[config.mk]
export PLATFORM = sky130hd
export DESIGN_NAME = if_stage
export DESIGN_NICKNAME = d
export VERILOG_FILES = /design/src/rtl/if_stage.sv
export SDC_FILE = /design/constraint.sdc
export NUM_CORES = 1
export LEC_CHECK = 0
export BUFFER_PORTS_ARGS = -buffer_cell sky130_fd_sc_hd__buf_2
export CORE_MARGIN = 4
export CORE_UTILIZATION = 31
export DETAILED_ROUTE_END_ITERATION = 10
export GPL_TIMING_DRIVEN = 1
export PLACE_DENSITY_LB_ADDON = 0.05
export SLEW_MARGIN = 20
export SYNTH_ARGS = -nofsm -noshare
export SYNTH_HDL_FRONTEND = slang
export SYNTH_SLANG_ARGS = --single-unit
[constraint.sdc]
create_clock -name clk -period 2.1 [get_ports clk]
set_input_delay 0.21 -clock clk [delete_from_list [all_inputs] [get_ports clk]]
set_output_delay 0.21 -clock clk [all_outputs]
set_load 0.1 [all_outputs]
[src/rtl/if_stage.sv]
// if_stage: instruction fetch with PC select, sync SRAM drive and stall hold buffer.
// Define IF_ADEL_EN to flag misaligned fetch addresses on id_adel instead of fetching them.
module if_stage #(
  parameter int PC_W = 32,
  parameter logic [PC_W-1:0] RESET_PC = 32'hBFC0_0000
) (
  input  logic            clk,
  input  logic            rst,
  input  logic            stall,
  input  logic            br_e,
  input  logic [PC_W-1:0] br_addr,
  input  logic            flush,
  input  logic [PC_W-1:0] flush_pc,
  output logic            inst_sram_en,
  output logic [PC_W-1:0] inst_sram_addr,
  input  logic [31:0]     inst_sram_rdata,
`ifdef IF_ADEL_EN
  output logic            id_adel,
`endif
  output logic            id_valid,
  output logic [PC_W-1:0] id_pc,
  output logic [31:0]     id_inst
);
  logic [PC_W-1:0] pc_reg, next_pc;
  logic            ce, buf_vld, fetch;
  logic [31:0]     inst_buf;
  assign fetch = rst && (flush || !stall);
  always_comb next_pc = !rst ? RESET_PC : flush ? flush_pc : stall ? pc_reg : br_e ? br_addr : pc_reg + PC_W'(4);
  assign inst_sram_addr = next_pc;
`ifdef IF_ADEL_EN
  logic mis;
  assign mis = next_pc[1:0] != 2'b00;
  assign inst_sram_en = fetch && !mis;
`else
  assign inst_sram_en = fetch;
`endif
  // The first stalled edge captures the word still on the SRAM bus so the SRAM may idle afterwards.
  always_ff @(posedge clk) begin
    if (!rst) begin
      pc_reg <= RESET_PC - PC_W'(4);
      ce <= 1'b0;
      buf_vld <= 1'b0;
      inst_buf <= '0;
`ifdef IF_ADEL_EN
      id_adel <= 1'b0;
`endif
    end else if (fetch) begin
      pc_reg <= next_pc;
      ce <= 1'b1;
      buf_vld <= 1'b0;
`ifdef IF_ADEL_EN
      id_adel <= mis;
`endif
    end else if (ce && !buf_vld) begin
      inst_buf <= inst_sram_rdata;
      buf_vld <= 1'b1;
    end
  end
  assign id_pc = pc_reg;
  assign id_valid = ce;
`ifdef IF_ADEL_EN
  assign id_inst = (!ce || id_adel) ? 32'h0 : buf_vld ? inst_buf : inst_sram_rdata;
`else
  assign id_inst = !ce ? 32'h0 : buf_vld ? inst_buf : inst_sram_rdata;
`endif
endmodule

======== After elaboration in Yosys (flattened, before gate mapping) ========
Index checks and enable logic that the tools add are counted.
storage, ports and cells
  register bits after elaboration ......... 66
  latch bits .............................. 0
  bits in writable memories ............... 0
  bits in read-only memories .............. 0
  bits of input ports ..................... 101
  output and inout bits ................... 98
  word-level logic and storage cells ...... 20
  memories ................................ 0
cells by class
  add/sub/neg operators ................... 1
  $mul .................................... 0
  divide/modulo/power cells ............... 0
  $lt $le $gt $ge ......................... 0
  eq/ne operators ......................... 0
  shifts and indexed selects .............. 0
  mux-type cells .......................... 6
  bitwise operators ....................... 2
  reduce and logical (&&, ||, !) cells .... 7
operator list
  kind                   number
  $mux 32                6
  $add 32x3->32 const B  1
  $logic_and 1x1->1      2
  $logic_not 1->1        2
  $not 1->1              2
  $reduce_and 2->1       1
  $reduce_or 2->1        1
  $logic_or 1x1->1       1

======== Depth between registers and ports, before layout ========
  word-level depth ........................ 5
  mapped depth ............................ 8
  mapped depth without buffers ............ 6

======== Least setup slack after synthesis ========
Ideal clock, no wire load.
  kind .................................... register to output
  start ................................... register pc_reg[6] (netlist: id_pc[6])
  end ..................................... output port inst_sram_addr[13]
  arrival time ............................ 4,405 ps
  data required time ...................... 1,890 ps
  slack ................................... -2,515 ps
  stages on the path, launching flop included .. 7
  path buffers ............................ 1
  path through ............................ dfxtp_1 -> and4_1 -> buf_6 -> and3_1 -> nand4_1 -> xor2_1 -> a221oi_1
between the ends
  word-level cells in the longest chain between the ends .. 5
RTL lines
  what                      RTL line  source
  start: declaration        24        logic [PC_W-1:0] pc_reg, next_pc;
  start signal: assignment  40        pc_reg <= RESET_PC - PC_W'(4);
  start signal: assignment  48        pc_reg <= next_pc;
  $add 32x3->32             28        always_comb next_pc = !rst ? RESET_PC : flush ? flush_pc : stall ? pc_reg : br_e ? br_addr : pc_reg + PC_W'(4) ...
  $mux 32 (4 in series)     28
  end: declaration          15        output logic [PC_W-1:0] inst_sram_addr,
Every way passes these cells.

======== Worst setup path in the final report ========
  start ................................... register pc_reg[9] (netlist: id_pc[9])
  end ..................................... output port inst_sram_addr[31]
Same word-level chain as after synthesis.

==> results.tsv <==
stage	metric	value	unit
sta	worst_pin_slew	0.530	ns
logic_synthesis	synth-warning-count	0	
power_and_ir_drop	power.leakage	3.39	nW
floorplan	placement_rows	43	
worst_setup_path	worst-r2r-cell-count	7	
global_routing	first_pass_grt_wire_length	28500	um
global_routing	first_global_vias	5467	
place	hpwlAfterDp	13300	um
detailed_routing	dr.pass1.iters	5	
floorplan	die_area	16300	um^2
logic_synthesis	synth_seq_cells	66	
worst_setup_path	reg2reg_from	id_pc[8]	
layout	stdcell_count	1036	
worst_setup_path	path_max_fanout	3	
min_path	min_from	flush_pc[15]	
power_and_ir_drop	worst_ir_drop_vdd	0.000500	V
min_path	endpoint_of_the_worst_hold_timing_path	id_pc[15]	
logic_synthesis	synthArstFlopShare	0	%
global_routing	track_usage	22.0	%
detailed_routing	drt-wirelength-per-cell	17.7	um
worst_setup_path	critPathCaptureType	primary output	
logic_synthesis	syn_avg_cell_area	7.48	um^2
sta	final-setup-viol-count	26	
sta	min_period_over_period	118	%
logic_synthesis	netlist_instances	592	
cts	h_tree_level_count	3	
sta	finalWorstSetupSlack	-0.375	ns
cts	clk_pin_slew	0.06	ns
detailed_routing	vias	5454	
job	max_cap_viol_count	0	
worst_setup_path	timing.critical_path.cells	and4_4 > nand2_4 > or4_4 > a311oi_4 > o31ai_4 > buf_12	
sta	final.min_clock_period	2.47	ns
layout	antenna_cells	0	
floorplan	design.core.area	13900	um^2
place	routabilityCongestion	0.871	
logic_synthesis	syn-cell-area	4430	um^2
logic_synthesis	synthesis.nets	694	
sta	final-hold-violation-count	0	
layout	finish.instance_area	8180	um^2
outcome	failed_checks	negative setup slack	
power_and_ir_drop	switching_power	2.44	mW
place	placed_cells_incl_taps	993	
cts	cts.sinks	66	
worst_setup_path	r2r_slack	0.14	ns
cts	tritoncts	yes	
floorplan	io_pins	199	
detailed_routing	first_iter_violations	420	
place	placed_cell_area	7210	um^2
detailed_routing	postRouteWirelength	18300	um
sta	timing_max_transition_violations_final	0	
floorplan	floorplan.die.width	128	um
power_and_ir_drop	combPwrFrac	48.3	%
sta	fmaxAchievable	0.404	GHz
worst_setup_path	cp_slowest_cell	sky130_fd_sc_hd__or4_4	
global_routing	global_route.overflow_total	0	
cts	cts_buffer_depth	2	
worst_setup_path	max_stage_delay	0.58	ns
logic_synthesis	number_of_synthesized_flops_with_an_enable_pin	0	
cts	tritoncts.num_buffers	9	
power_and_ir_drop	power.switching_fraction	43.8	%
outcome	outcome	complete, but fails checks	
place	place.port_buffers	198	
worst_setup_path	worstSetupStartpointType	flip-flop	
min_path	holdPathStages	2	
worst_setup_path	crit_type	flip-flop to primary output	
detailed_routing	post_drt_antenna_nets	0	
worst_setup_path	cp.arrival	2.26	ns
place	pre_cts_ws	-0.116	ns
power_and_ir_drop	cellInternalPower	3.13	mW
power_and_ir_drop	sequential_group_share_of_total_power	25.0	%
logic_synthesis	synth_ff_type	sky130_fd_sc_hd__dfxtp_1	
sta	grt_setup_unrepaired	yes	
detailed_routing	remaining_drc_errors	0	
layout	final_nets	953	
cts	ctsRootBufferMaster	sky130_fd_sc_hd__clkbuf_16	
worst_setup_path	required_time_reported_for_the_critical_path_endpoint	1.89	ns
layout	drive_above_1_share	55.3	%
logic_synthesis	seq_area_frac_synth	29.8	%
power_and_ir_drop	power.density	681	nW/um^2
min_path	hold_path.class	primary input to flip-flop	
floorplan	dieHeight	128	um
floorplan	effective_utilization_at_floorplan	31.8	%
sta	finClkSkew	0.00418	ns
cts	insertion_delay	0.33	ns
global_routing	grt_start_max_net_pins	36	
logic_synthesis	synth.lib_cells_used.distinct	55	
power_and_ir_drop	share_clk_of_total_power	26.7	%
sta	slew-limit-headroom	64.9	%
detailed_routing	viasPerCell	5.26	
cts	cts_hold_repair.buffers	0	
global_routing	antenna_found_initial	0	
power_and_ir_drop	post-layout-total-power	5.57	mW
layout	area_growth_syn_to_layout	84.8	%
worst_setup_path	regToRegEndpoint	id_pc[21]	
-- placed cells by master, fill, tap and decap left out, types with 5 or more instances in the layout --
| cell type | netlist | routed |
|---|---|---|
| sky130_fd_sc_hd__o22ai_1 | 6 | 6 |
| sky130_fd_sc_hd__nor2_4 | 0 | 7 |
| sky130_fd_sc_hd__buf_6 | 1 | 18 |
| sky130_fd_sc_hd__a22oi_1 | 5 | 5 |
| sky130_fd_sc_hd__nand2_1 | 107 | 103 |
| sky130_fd_sc_hd__clkbuf_16 | 0 | 15 |
| sky130_fd_sc_hd__a211oi_4 | 0 | 8 |
| sky130_fd_sc_hd__xnor2_1 | 13 | 7 |
| sky130_fd_sc_hd__nor2_1 | 33 | 24 |
| sky130_fd_sc_hd__o21ai_0 | 31 | 27 |
| sky130_fd_sc_hd__o211ai_1 | 20 | 20 |
| sky130_fd_sc_hd__nand4_1 | 8 | 8 |
| sky130_fd_sc_hd__nor2b_4 | 0 | 29 |
| sky130_fd_sc_hd__dfxtp_2 | 0 | 8 |
| sky130_fd_sc_hd__a221o_1 | 11 | 11 |
| sky130_fd_sc_hd__and4_4 | 1 | 6 |
| sky130_fd_sc_hd__buf_4 | 0 | 81 |
| sky130_fd_sc_hd__buf_12 | 0 | 33 |
| sky130_fd_sc_hd__buf_2 | 6 | 165 |
| sky130_fd_sc_hd__mux2i_1 | 40 | 38 |
| sky130_fd_sc_hd__nand2b_1 | 9 | 9 |
| sky130_fd_sc_hd__a21oi_1 | 55 | 49 |
| sky130_fd_sc_hd__xor2_2 | 0 | 5 |
| sky130_fd_sc_hd__and3_4 | 0 | 5 |
| sky130_fd_sc_hd__dfxtp_4 | 0 | 25 |
| sky130_fd_sc_hd__dfxtp_1 | 66 | 33 |
-- cell usage after synthesis (10+ instances only) --
master / count / area [um^2]
sky130_fd_sc_hd__a21oi_1: 55 / 275
sky130_fd_sc_hd__a221o_1: 11 / 110
sky130_fd_sc_hd__clkbuf_1: 41 / 154
sky130_fd_sc_hd__dfxtp_1: 66 / 1320
sky130_fd_sc_hd__mux2i_1: 40 / 400
sky130_fd_sc_hd__nand2_1: 107 / 402
sky130_fd_sc_hd__nor2_1: 33 / 124
sky130_fd_sc_hd__nor2b_1: 34 / 213
sky130_fd_sc_hd__o211ai_1: 20 / 150
sky130_fd_sc_hd__o21ai_0: 31 / 155
sky130_fd_sc_hd__xnor2_1: 13 / 114
sky130_fd_sc_hd__xor2_1: 10 / 87.6
-- power groups by stage --
stage          sequential, mW  combinational [mW]  clock [mW]
6_report                 1.39                2.69        1.49
5_1_grt                  1.40                2.81        1.59
4_1_cts                  1.39                2.57        1.53
3_5_place_dp             1.41                2.46           0
3_3_place_gp             1.41                2.45           0
2_1_floorplan            1.79                1.38           0
-- final cells by class --
cell class                 instances  area, um^2
clock inverter                     5        32.5
fill                            1250        5750
sequential                        66        1430
timing repair buffer             302        2420
inverter                           5        18.8
multi-input combinational        467        3790
clock buffer                      11         264
tap                              180         225
-- critical path, delay by kind of cell (launching register included) --
kind	cells	cell delay, ns
AND/OR/NAND/NOR	3	0.90
AO/OA/AOI/OAI	2	0.50
flip-flops	1	0.34
buffers and inverters	1	0.18
-- metal layers --
metal / up-vias / part of all wire (%) / global-route usage (%)
li1: 2640 / - / -
met1: 2555 / 41 / 27.6
met2: 222 / 48 / 36.3
met3: 37 / 7.9 / 6.40
met4: 0 / 2.7 / 6.88
met5: - / 0 / 0
-- how the worst max path moves through the flow --
stage | from | to
floorplan | id_pc[2] | inst_sram_addr[28]
global placement | id_pc[4] | inst_sram_addr[31]
detailed placement | id_pc[4] | inst_sram_addr[31]
CTS | id_pc[23] | inst_sram_addr[31]
global route | id_pc[2] | inst_sram_addr[28]
finish | id_pc[9] | inst_sram_addr[31]
-- cell families after synthesis --
logic type	share of synthesized area (%)
muxes	9.04
DFF	29.8
AOI/OAI and AO/OA	24.7
and+or+nand+nor	26.2
buffers and inverters	5.34
xor gates and xnor gates	4.55
adders and majority gates	0.283
-- registers in the layout, indices dropped and copies added (netlist names) --
| name | cells |
|---|---|
| inst_buf | 32 |
| id_pc | 32 |
| buf_vld | 1 |
| id_valid | 1 |
-- through the flow --
stage / setup TNS [ns] / hold WS, ns / util [%]
floorplan: -12.08 / 0.327 / -
global placement: -0.228 / 0.436 / 51.7
detailed placement: -0.345 / 0.442 / 51.7
CTS: -5.23 / 0.0853 / 56.4
global route: -7.31 / 0.109 / 58.7
finish: -5.20 / 0.0992 / 58.7
-- repair_timing --
action,4_1_cts,5_1_grt
resized for setup,45,51
pin swaps,32,43
endpoints found under the setup margin,26,28
buffers inserted,20,10
Power figures use the tool's default switching activity.
